--- src/rtl/adpcm_pkg.sv ---
// Shared types and constants for the ADPCM predictor floating-point path.
// The 11-bit float is {sign, 4-bit exponent, 6-bit mantissa}.
package adpcm_pkg;

    localparam int FLT_W  = 11;
    localparam int EXP_W  = 4;
    localparam int MANT_W = 6;

    localparam logic [FLT_W-1:0] FLT_INIT = 11'h020;

    typedef struct packed {
        logic              sign;
        logic [EXP_W-1:0]  exp;
        logic [MANT_W-1:0] mant;
    } float_t;

    typedef enum logic {
        EMPTY,
        FULL
    } state_e;

endpackage

--- src/rtl/float_conv.sv ---
// Magnitude-to-float converter: leading-one detect gives the exponent, then
// the magnitude is normalised so its leading one lands in the mantissa MSB.
module float_conv
    import adpcm_pkg::*;
#(
    parameter int MAG_W = 14
) (
    input  logic [MAG_W-1:0]  mag_i,
    output logic [EXP_W-1:0]  exp_o,
    output logic [MANT_W-1:0] mant_o
);

    logic [MAG_W+MANT_W-1:0] normalised;

    // Highest set bit wins because later iterations overwrite earlier ones.
    always_comb begin
        exp_o = '0;
        for (int i = 0; i < MAG_W; i++) begin
            if (mag_i[i]) begin
                exp_o = EXP_W'(i + 1);
            end
        end
    end

    assign normalised = {mag_i, {MANT_W{1'b0}}} >> exp_o;
    assign mant_o     = (exp_o == '0) ? MANT_W'(32) : normalised[MANT_W-1:0];

endmodule

--- src/rtl/float_delay.sv ---
// DQ/SR float delay lines feeding the predictor multiply-accumulate stage,
// presented as one registered word behind a single-entry valid/ready buffer.
module float_delay
    import adpcm_pkg::*;
#(
    parameter int NDQ = 6,
    parameter int NSR = 2
) (
    input  logic                   clk,
    input  logic                   reset,
    input  logic                   clear,
    input  logic                   in_valid,
    output logic                   in_ready,
    input  logic [14:0]            dq,
    input  logic [15:0]            sr,
    output logic                   out_valid,
    input  logic                   out_ready,
    output logic [FLT_W*NDQ-1:0]   dq_flt,
    output logic [FLT_W*NSR-1:0]   sr_flt
);

    state_e state_q, state_d;
    float_t dqTaps_q [NDQ];
    float_t dqTaps_d [NDQ];
    float_t srTaps_q [NSR];
    float_t srTaps_d [NSR];

    logic              accept;
    logic [15:0]       srNeg;
    logic [14:0]       srMag;
    logic [EXP_W-1:0]  dqExp, srExp;
    logic [MANT_W-1:0] dqMant, srMant;
    float_t            dqNew, srNew;

    // -32768 has no positive 16-bit counterpart, so it saturates to 32767.
    assign srNeg = -sr;
    assign srMag = !sr[15]          ? sr[14:0] :
                   (sr == 16'h8000) ? 15'h7FFF : srNeg[14:0];

    float_conv #(.MAG_W(14)) dqConv (
        .mag_i  (dq[13:0]),
        .exp_o  (dqExp),
        .mant_o (dqMant)
    );

    float_conv #(.MAG_W(15)) srConv (
        .mag_i  (srMag),
        .exp_o  (srExp),
        .mant_o (srMant)
    );

    assign dqNew = '{sign: dq[14], exp: dqExp, mant: dqMant};
    assign srNew = '{sign: sr[15], exp: srExp, mant: srMant};

    assign out_valid = (state_q == FULL);
    assign in_ready  = (!out_valid || out_ready) && !clear;
    assign accept    = in_valid && in_ready;

    always_comb begin
        state_d = state_q;
        if (clear) begin
            state_d = EMPTY;
        end else if (accept) begin
            state_d = FULL;
        end else if (out_ready) begin
            state_d = EMPTY;
        end
    end

    // Clear reinitialises the lines; accept is already blocked while clear is high.
    always_comb begin
        dqTaps_d = dqTaps_q;
        srTaps_d = srTaps_q;
        if (clear) begin
            for (int k = 0; k < NDQ; k++) dqTaps_d[k] = float_t'(FLT_INIT);
            for (int k = 0; k < NSR; k++) srTaps_d[k] = float_t'(FLT_INIT);
        end else if (accept) begin
            for (int k = 1; k < NDQ; k++) dqTaps_d[k] = dqTaps_q[k-1];
            for (int k = 1; k < NSR; k++) srTaps_d[k] = srTaps_q[k-1];
            dqTaps_d[0] = dqNew;
            srTaps_d[0] = srNew;
        end
    end

    always_ff @(posedge clk or posedge reset) begin
        if (reset) begin
            state_q <= EMPTY;
            for (int k = 0; k < NDQ; k++) dqTaps_q[k] <= float_t'(FLT_INIT);
            for (int k = 0; k < NSR; k++) srTaps_q[k] <= float_t'(FLT_INIT);
        end else begin
            state_q  <= state_d;
            dqTaps_q <= dqTaps_d;
            srTaps_q <= srTaps_d;
        end
    end

    always_comb begin
        dq_flt = '0;
        sr_flt = '0;
        for (int k = 0; k < NDQ; k++) dq_flt[k*FLT_W +: FLT_W] = dqTaps_q[k];
        for (int k = 0; k < NSR; k++) sr_flt[k*FLT_W +: FLT_W] = srTaps_q[k];
    end

endmodule

--- config.mk ---
export PLATFORM = sky130hd
export DESIGN_NAME = float_delay
export DESIGN_NICKNAME = d
export VERILOG_FILES = /design/src/rtl/adpcm_pkg.sv /design/src/rtl/float_conv.sv /design/src/rtl/float_delay.sv
export SDC_FILE = /design/constraint.sdc
export NUM_CORES = 1
export LEC_CHECK = 0
export ABC_AREA = 1
export ABC_CLOCK_PERIOD_IN_PS = 3300
export BUFFER_PORTS_ARGS = -buffer_cell sky130_fd_sc_hd__buf_2
export CORE_UTILIZATION = 30
export CTS_BUF_LIST = sky130_fd_sc_hd__clkbuf_16
export CTS_CLUSTER_DIAMETER = 60
export DETAILED_ROUTE_END_ITERATION = 16
export HOLD_SLACK_MARGIN = 0.1
export PLACE_DENSITY = 0.48
export SYNTH_ARGS = -nofsm -noshare
export SYNTH_HDL_FRONTEND = slang
export SYNTH_SLANG_ARGS = --single-unit
export TNS_END_PERCENT = 30
--- constraint.sdc ---
create_clock -name clk -period 3.3 [get_ports clk]
set_input_delay 0 -clock clk [delete_from_list [all_inputs] [get_ports clk]]
set_output_delay 0 -clock clk [all_outputs]
set_load 0.01 [all_outputs]
==> impl_metrics.toml <==
[synth]
synth_fp_nets = 706
synth.cell_area_um2 = 4980
synth_edf_count = 0
synth_area_leader_cell = "dfrtp_1"
synth_cell_types = 40
ys_top_cells_by_area = "dfrtp_1 41%, nand2_1 13%, inv_1 8.1%"
syn_area_per_cell_um2 = 7.45
ys_ff_latch = 89
synthFlopType = "dfrtp_1"
yosysWarnings = 0
synth_cells = 669
async_reset_ff_frac = 1.00
synth_top_area_frac = 0.407
yosysSeqAreaShare = 0.449

[route]
viasPerCell = 4.77
ant_nets = 0
drcViolationCount = 0
wl_per_cell_um = 14.0
drtPass1Iterations = 4
drt_iter0_markers = 341
routed_wl_um = 14100
num_vias = 4806

[clocking]
clk_pin_slew_worst_paths_ns = 0.06
clockBufferDepth = 2
htreeDepth = 3
clock_latency_ns = 0.34
cts_buffers = 9
cts_root_buf = "clkbuf_16"
tritoncts = "yes"
cts_sinks = 89

[global_routing]
grt_use_total = 0.168
first_global_vias = 4521
antenna_found_initial = 0
grt_max_degree = 65
grt_overflow = 0
grt_pass1_wl_um = 22300

[sta]
timing.final.ws_setup_ns = 0.847
min_period_ns = 2.45
period_share = 0.743
final.setup_skew_ns = 0.00443
fin_setup_tns_ns = 0
holdWs_ns = 0.141
slew_violations = 0
worst_pin_slew_ns = 0.876
hold_viol = 0
setup_violations = 0
slew_headroom = 0.413
fmax_mhz = 408
rsz0062_at_grt = "false"

[power]
leakagePower_nw = 3.35
swShare = 0.283
p_clk_frac = 0.400
netSwitchingPower_mw = 0.815
peakVddDrop_v = 0.000228
internal-power_mw = 2.06
p_seq_frac = 0.410
powerDensity_nw_per_um2 = 465
p_comb_frac = 0.191

[floorplan]
ios = 126
core_area_um2 = 16100
die_w_um = 131
initial_core_util = 0.310
die-height_um = 131
placementRows = 46
die-area_um2 = 17100

[placed_design]
gp_congestion = 0.883
dp_hpwl_um = 10500
portBuffers = 125
dp_cells = 989
pre_cts_slack_ns = 0.478

[worst_setup_path]
r2r_setup_slack_ns = 1.02
r2r_end = "dq_flt[10]"
cp.arrival_ns = 2.69
cpMaxStageDelayCell = "nor2_2"
cpMostUsedCell = "nand2_1"
required_ns = 3.54
cp_max_fo = 13
worst_setup_path_end_kind = "flip-flop"
max_stage_delay_ns = 0.46
worstReg2RegStart = "out_valid"
crit_type = "in -> reg"
rr_worst_depth = 9
start_kind = "input pin"

[cells_and_area]
drive_above_1_share = 0.256
multi_input_area_um2 = 2170
n_fill_cell = 1726
seqCellArea_um2 = 2240
antenna_cells = 0
nNetsFinal = 825
area_delta_synth_final_pct = 24.0
layout.cells.non_filler = 1008

[run]
maxCapViolCount = 0

[outcome]
run_status = "complete, no violations"

[worst_hold_path]
whs_path_depth = 7
holdPathEnd = "dq_flt[3]"
min-delay-start = "dq[11]"
hp-class = "in -> reg"
final cells by class:
class                           count  share of cell area
Inverter                          121              0.0743
Tap cell                          216              0.0437
Clock buffer                        9              0.0364
Sequential cell                    89               0.362
Multi-Input combinational cell    432               0.351
Timing Repair Buffer              135               0.115
Clock inverter                      6              0.0174
power by group through the flow:
stage / logic [mW] / registers [mW] / clock network [mW]
after floorplan: 0.346 / 1.21 / 0
after global placement: 0.545 / 1.20 / 0
after detailed placement: 0.547 / 1.20 / 0
after CTS: 0.552 / 1.18 / 1.18
after global routing: 0.622 / 1.18 / 1.23
final: 0.548 / 1.18 / 1.15
layout by cell type (no fill, tap or decap), types with 2 or more instances in the layout:
cell type / Yosys / layout
a21oi_1: 14 / 14
nand3_1: 61 / 61
o21ai_1: 6 / 6
o21ai_0: 43 / 43
a21oi_2: 2 / 2
inv_1: 107 / 107
nand2_1: 168 / 167
dfrtp_1: 81 / 81
inv_4: 1 / 2
nor2_1: 32 / 31
or2_2: 6 / 6
nand2_2: 8 / 9
dfstp_2: 8 / 8
a22o_1: 5 / 5
o211ai_1: 6 / 6
nand2_4: 4 / 4
o22ai_1: 43 / 43
a22oi_1: 4 / 4
nor2_2: 7 / 7
nand4_1: 4 / 4
o21ai_2: 3 / 3
nor3_1: 3 / 3
buf_4: 3 / 6
bufinv_16: 0 / 3
clkbuf_16: 0 / 9
dlygate4sd3_1: 0 / 4
o31ai_1: 2 / 2
inv_2: 12 / 12
buf_2: 2 / 125
registers in the layout (all words and copies together), names as in the netlist:
register / count
dq_flt: 66
sr_flt: 22
out_valid: 1
cell families (layout without fill, tap and decap cells):
family | count (synthesis) | after routing | synth area share
AOI/OAI and AO/OA | 132 | 132 | 0.161
xor gates and xnor gates | 1 | 1 | 0.00176
adders and majority gates | 1 | 1 | 0.00251
buffers and inverters | 148 | 271 | 0.118
DFF | 89 | 89 | 0.449
muxes | 1 | 1 | 0.00201
and+or+nand+nor | 297 | 297 | 0.266
metrics by stage:
step | power, mW | util | area, um^2
detailed placement | 1.74 | 0.362 | 5810
floorplan | 1.56 | - | 4980
global route | 3.03 | 0.385 | 6180
finish | 2.87 | 0.385 | 6180
CTS | 2.91 | 0.385 | 6180
global placement | 1.74 | 0.362 | 5810
Yosys cell counts (7+ instances only):
| cell | instances |
|---|---|
| inv_1 | 107 |
| dfrtp_1 | 81 |
| nor2_1 | 32 |
| inv_2 | 12 |
| nand3_1 | 61 |
| nand2_2 | 8 |
| o22ai_1 | 43 |
| a21oi_1 | 14 |
| clkbuf_1 | 20 |
| o21ai_0 | 43 |
| nand2_1 | 168 |
| dfstp_2 | 8 |
| nor2_2 | 7 |
timing repair:
| item | 4_1_cts | 5_1_grt |
|---|---|---|
| hold buffers | 4 | 0 |
| buffers inserted | 0 | 0 |
| hold endpoints to repair | 65 | 0 |
| gates resized for setup | 0 | 0 |
critical path: cells and delay by family:
kind | cells | cell delay, ns
and+or+nand+nor | 21 | 2.02
buffers and inverters | 4 | 0.41
adders and majority gates | 1 | 0.23
per-layer routing:
| layer | routed length [um] | global-route usage |
|---|---|---|
| met4 | 193 | 0.0602 |
| met3 | 597 | 0.0297 |
| met1 | 6430 | 0.212 |
| met2 | 6900 | 0.289 |
| met5 | 0 | 0 |
how the worst max path moves through the flow:
stage	start	to	slack [ns]	cells past startpoint
floorplan	reset	dq_flt[0]	1.01	1
global placement	sr[0]	sr_flt[3]	0.61	26
detailed placement	sr[0]	sr_flt[3]	0.48	26
CTS	sr[0]	sr_flt[3]	0.84	26
global route	sr[0]	sr_flt[3]	0.43	26
finish	sr[0]	sr_flt[3]	0.85	26
Note: power is estimated with default switching activity, not from simulation.
